**src/rtl/cacheline_word_adapter.sv**
```systemverilog
// cacheline_word_adapter: splits whole-line read/write requests into
// LINE_WORDS single-word accesses on a 32-bit memory port and returns
// the assembled line with a one-cycle line_resp pulse.
//
// Ports:
//   clk, rst              clock, synchronous active-high reset
//   line_read/line_write  line request, held until line_resp
//   line_address          byte address (low OFFSET_BITS ignored)
//   line_wdata            write line, word i at [32i+31:32i]
//   line_rdata            assembled read line, same packing
//   line_resp             one-cycle completion pulse
//   mem_read/mem_write    one-cycle word strobes
//   mem_wmask             byte mask (4'hF on write)
//   mem_address           word byte address
//   mem_wdata             word write data
//   mem_resp/mem_rdata    memory word response and read data
module cacheline_word_adapter #(
    parameter int LINE_WORDS = 8
) (
    input  logic                    clk,
    input  logic                    rst,
    input  logic                    line_read,
    input  logic                    line_write,
    input  logic [31:0]             line_address,
    input  logic [32*LINE_WORDS-1:0] line_wdata,
    output logic [32*LINE_WORDS-1:0] line_rdata,
    output logic                    line_resp,
    output logic                    mem_read,
    output logic                    mem_write,
    output logic [3:0]              mem_wmask,
    output logic [31:0]             mem_address,
    output logic [31:0]             mem_wdata,
    input  logic                    mem_resp,
    input  logic [31:0]             mem_rdata
);

    localparam int OFFSET_BITS = $clog2(LINE_WORDS * 4);
    localparam int CW          = $clog2(LINE_WORDS);
    localparam logic [CW-1:0] LAST = CW'(LINE_WORDS - 1);

    typedef enum logic [1:0] {
        IDLE,
        ISSUE,
        WAIT,
        DONE
    } state_t;

    state_t                  state;
    state_t                  state_next;
    logic [CW-1:0]           count;
    logic [31:0]             base;
    logic                    op_write;
    logic [32*LINE_WORDS-1:0] wbuf;
    logic [32*LINE_WORDS-1:0] rbuf;
    logic [31:0]             word_addr;
    logic [31:0]             word_data;
    logic                    req;
    logic                    unused_offset;

    assign req           = line_read | line_write;
    assign unused_offset = ^line_address[OFFSET_BITS-1:0];

    // Base is line aligned, so base + 4*count never carries out of the line.
    assign word_addr = base + {{(30 - CW){1'b0}}, count, 2'b00};
    assign word_data = wbuf[{count, 5'd0} +: 32];

    assign line_rdata = rbuf;

    always_ff @(posedge clk) begin
        if (rst) begin
            state    <= IDLE;
            count    <= '0;
            base     <= '0;
            op_write <= 1'b0;
            wbuf     <= '0;
            rbuf     <= '0;
        end else begin
            state <= state_next;
            unique case (state)
                IDLE: begin
                    if (req) begin
                        base     <= {line_address[31:OFFSET_BITS],
                                     {OFFSET_BITS{1'b0}}};
                        wbuf     <= line_wdata;
                        op_write <= line_write;
                        count    <= '0;
                    end
                end
                WAIT: begin
                    if (mem_resp) begin
                        if (!op_write) begin
                            rbuf[{count, 5'd0} +: 32] <= mem_rdata;
                        end
                        if (count != LAST) begin
                            count <= count + 1'b1;
                        end
                    end
                end
                default: begin
                end
            endcase
        end
    end

    always_comb begin
        state_next  = state;
        line_resp   = 1'b0;
        mem_read    = 1'b0;
        mem_write   = 1'b0;
        mem_wmask   = 4'h0;
        mem_address = 32'h0;
        mem_wdata   = 32'h0;
        unique case (state)
            IDLE: begin
                if (req) begin
                    state_next = ISSUE;
                end
            end
            ISSUE: begin
                mem_read    = ~op_write;
                mem_write   = op_write;
                mem_address = word_addr;
                mem_wmask   = op_write ? 4'hF : 4'h0;
                mem_wdata   = op_write ? word_data : 32'h0;
                state_next  = WAIT;
            end
            WAIT: begin
                // Strobes drop here: the memory re-samples a held strobe.
                mem_address = word_addr;
                mem_wmask   = op_write ? 4'hF : 4'h0;
                mem_wdata   = op_write ? word_data : 32'h0;
                if (mem_resp) begin
                    state_next = (count == LAST) ? DONE : ISSUE;
                end
            end
            DONE: begin
                line_resp  = 1'b1;
                state_next = IDLE;
            end
            default: begin
                state_next = IDLE;
            end
        endcase
    end

endmodule

```
**config.mk**
```make
export PLATFORM = sky130hd
export DESIGN_NAME = cacheline_word_adapter
export DESIGN_NICKNAME = d
export VERILOG_FILES = /design/src/rtl/cacheline_word_adapter.sv
export SDC_FILE = /design/constraint.sdc
export NUM_CORES = 1
export LEC_CHECK = 0
export ABC_AREA = 1
export BUFFER_PORTS_ARGS = -buffer_cell sky130_fd_sc_hd__buf_2
export CAP_MARGIN = 20
export CORE_AREA = 3 3 255 257
export DETAILED_ROUTE_END_ITERATION = 8
export DIE_AREA = 0 0 258 260
export GPL_ROUTABILITY_DRIVEN = 0
export PLACE_DENSITY = 0.66
export SLEW_MARGIN = 20
export SYNTH_ARGS = -nofsm -noshare
export SYNTH_HDL_FRONTEND = slang
export SYNTH_SLANG_ARGS = --single-unit
```
**constraint.sdc**
```tcl
create_clock -name clk -period 5.6 [get_ports clk]
set_input_delay 0.28 -clock clk [delete_from_list [all_inputs] [get_ports clk]]
set_output_delay 0.28 -clock clk [all_outputs]
set_load 0.02 [all_outputs]
```
==> out/metrics.json <==
{
  "status": {"value": "complete, no violations"},
  "synthCells": {"value": 3823},
  "postSynth.asyncResetShare": {"value": 0, "unit": "%"},
  "drv_slew": {"value": 0},
  "iteration_count_of_the_initial_detailed_routing_pass": {"value": 7},
  "placedInstanceArea": {"value": 28000, "unit": "um2"},
  "worstSkewPairLatency": {"value": 0.62, "unit": "ns"},
  "synth_cell_types": {"value": 25},
  "stdcell_area": {"value": 32800, "unit": "um2"},
  "post_cts.resized_instances": {"value": 0},
  "cp_data_arrival_time": {"value": 4.35, "unit": "ns"},
  "most_frequent_standard_cell_in_the_layout_excluding_fill_and_tap_cells": {"value": "nor2_1"},
  "nets": {"value": 4910},
  "setup.worst_path.end": {"value": "line_rdata[9]"},
  "die_area": {"value": 67100, "unit": "um2"},
  "finalHoldWorstSlack": {"value": 0.0180, "unit": "ns"},
  "clk_path_buf_depth": {"value": 3},
  "reg2reg_slack": {"value": 1.77, "unit": "ns"},
  "flip_flop_and_latch_count_after_synthesis": {"value": 545},
  "routedWlPerCell": {"value": 17.6, "unit": "um"},
  "postCtsSetupBuffers": {"value": 0},
  "tritoncts": {"value": "yes"},
  "critPathCaptureType": {"value": "flip-flop"},
  "r2r_start": {"value": "count[0]"},
  "min-delay-path-class": {"value": "in2reg"},
  "fillCellCount": {"value": 6198},
  "stdcell_count": {"value": 5469},
  "globalRouteMet1Util": {"value": 32.0, "unit": "%"},
  "reg2reg_to": {"value": "line_rdata[9]"},
  "route.detailed.drc": {"value": 0},
  "vias": {"value": 26600},
  "syn-cell-area": {"value": 24800, "unit": "um2"},
  "drt_iter0_drc": {"value": 2340},
  "root_buffer": {"value": "clkbuf_16"},
  "layout-drive-gt1-share": {"value": 17.4, "unit": "%"},
  "worst-setup-path-type": {"value": "reg2reg"},
  "number_of_top_level_design_ports": {"value": 652},
  "cts.sinks": {"value": 545},
  "area_delta_synth_final": {"value": 32.4, "unit": "%"},
  "drt_wl_total": {"value": 96000, "unit": "um"},
  "final.period_utilization": {"value": 68.4, "unit": "%"},
  "placement.io_buffers": {"value": 644},
  "cellPowerDensity": {"value": 332, "unit": "nW/um2"},
  "htree_levels": {"value": 2},
  "grt_most_used_layer": {"value": "met2"},
  "gr-usage-met3": {"value": 5.16, "unit": "%"},
  "setup_viol": {"value": 0},
  "synth-edff-count": {"value": 0},
  "die_w": {"value": 258, "unit": "um"},
  "place_hpwl": {"value": 63200, "unit": "um"},
  "clk_pin_slew_worst_paths": {"value": 0.06, "unit": "ns"},
  "grt_pass1_wl": {"value": 143000, "unit": "um"},
  "unrepaired_setup_endpoints_after_global_routing": {"value": "false"},
  "achievable-frequency": {"value": 261, "unit": "MHz"},
  "cts-buffers-inserted": {"value": 60},
  "fin_skew": {"value": 0.0206, "unit": "ns"},
  "synth.yosys.seq_area_share": {"value": 44.0, "unit": "%"},
  "floorplan.die.height": {"value": 260, "unit": "um"},
  "cap_viol_max_count": {"value": 0},
  "core_area": {"value": 63000, "unit": "um2"},
  "reg2reg_depth": {"value": 9},
  "floorplan.initialDensity": {"value": 39.3, "unit": "%"},
  "dp_cells": {"value": 5072},
  "first_global_vias": {"value": 24700},
  "grt.total_usage": {"value": 27.2, "unit": "%"},
  "grtUsageMet2": {"value": 46.9, "unit": "%"},
  "initial_antenna_violation_count": {"value": 10},
  "power.total": {"value": 10.9, "unit": "mW"},
  "antenna_violation_net_count_after_detailed_routing": {"value": 0},
  "layout.cells.most_common_list": {"value": "1016 x nor2_1, 815 x nand2_1, 644 x buf_2, 542 x dfxtp_1, 423 x inv_1"},
  "final.setup.tns": {"value": 0, "unit": "ns"},
  "synth_top_cell_by_area": {"value": "dfxtp_1"},
  "final.setup.worst_slack": {"value": 1.77, "unit": "ns"},
  "min-delay-start": {"value": "line_wdata[236]"},
  "timing.critical_path.fanout_max": {"value": 64},
  "worst_slew_pin_slew": {"value": 1.09, "unit": "ns"},
  "seqCellArea": {"value": 10900, "unit": "um2"},
  "finalWorstPathRequiredPeriod": {"value": 3.83, "unit": "ns"},
  "fp-row-count": {"value": 92},
  "postSynthAreaPerCell": {"value": 6.48, "unit": "um2"},
  "synth.top_cell.area_share": {"value": 44.0, "unit": "%"},
  "grt_max_degree": {"value": 231},
  "multi_input_comb_area": {"value": 10900, "unit": "um2"},
  "worstSetupStartpointType": {"value": "flip-flop"},
  "startpoint": {"value": "count[0]"},
  "dpl_worst_slack": {"value": 1.78, "unit": "ns"},
  "maxSlewHeadroom": {"value": 27.3, "unit": "%"},
  "critPathRequiredTime": {"value": 6.12, "unit": "ns"},
  "synth_flop_cell": {"value": "dfxtp_1"},
  "detail_route.vias_per_cell": {"value": 4.86},
  "number_of_hold_slack_violations_in_the_final_timing_report": {"value": 0},
  "leakage_power_total": {"value": 17.1, "unit": "nW"},
  "yosys_warnings": {"value": 0},
  "synth_top_cells_by_area": {"value": "dfxtp_1 44%, nor2_1 15%, nand2_1 12%, inv_1 6.5%, o21ai_0 5.8%"},
  "max-vdd-ir-drop": {"value": 0.243, "unit": "mV"},
  "globalRoute.totalOverflow": {"value": 0},
  "fin_util": {"value": 52.1, "unit": "%"}
}
## how the worst min path moves through the flow
stage	endpoint	cells after the start	slack, ns
floorplan	state[1]	1	0.35
global placement	wbuf[98]	2	0.44
detailed placement	wbuf[191]	2	0.44
CTS	line_rdata[156]	5	0.004
global route	wbuf[236]	3	0.009
finish	wbuf[236]	3	0.02
## logic make-up after synthesis
| group | after synthesis | synth area share (%) |
|---|---|---|
| simple gates | 2084 | 33.4 |
| flops | 545 | 44.0 |
| other cells | 1 | 0.0151 |
| fa+ha+maj | 12 | 0.606 |
| compound gates | 482 | 9.75 |
| buf+inv | 699 | 12.2 |
## where the power goes
part	switching (mW)	internal (mW)	total (mW)
combinational	1.75	0.760	2.51
clock	1.64	2.32	3.96
sequential	0.157	4.25	4.41
## cell type report
class,instances,area share (%)
Tap cell,846,3.23
Clock inverter,15,0.580
Clock buffer,88,5.42
Antenna cell,9,0.0687
Inverter,427,4.93
Multi-Input combinational cell,2580,33.2
Sequential cell,545,33.3
Timing Repair Buffer,959,19.3
## critical path, cell delays in order, from the launching register on
cell and delay [ns]:
dfxtp_4 0.75, inv_4 0.23, ha_2 0.33, buf_4 0.32, inv_1 0.71, nand3_1 0.33, nor2_8 0.70, nand3_1 0.16
nand2_1 0.10, nor2_1 0.05
## cell usage after synthesis (6+ instances only)
master       n
a21oi_1    196
buf_1       28
buf_2       83
buf_4       34
buf_6       21
clkbuf_1   106
dfxtp_1    545
ha_1        12
inv_1      426
nand2_1    816
nand2_2     11
nand3_1    151
nand4_1     28
nor2_1    1017
nor3_1      45
nor3_2       6
o21ai_0    285
## layer usage
metal | up-vias | wire length (um) | share of wire (%)
met3 | 284 | 7310 | 7.6
met5 | - | 21 | 0.022
met4 | 4 | 5720 | 6.0
li1 | 13100 | - | -
met1 | 11900 | 37500 | 39
met2 | 1226 | 45500 | 47
## timing repair
action / CTS / global route
hold endpoints to repair: 285 / 0
hold buffers: 285 / 0
setup endpoints to repair: 0 / 0
## flip-flops by register name, summed over array words and instances, names as in the netlist
signal and cells:
wbuf 256, base 27, line_rdata 256, op_write 1
count 3, state 2
Power figures use the tool's default switching activity.
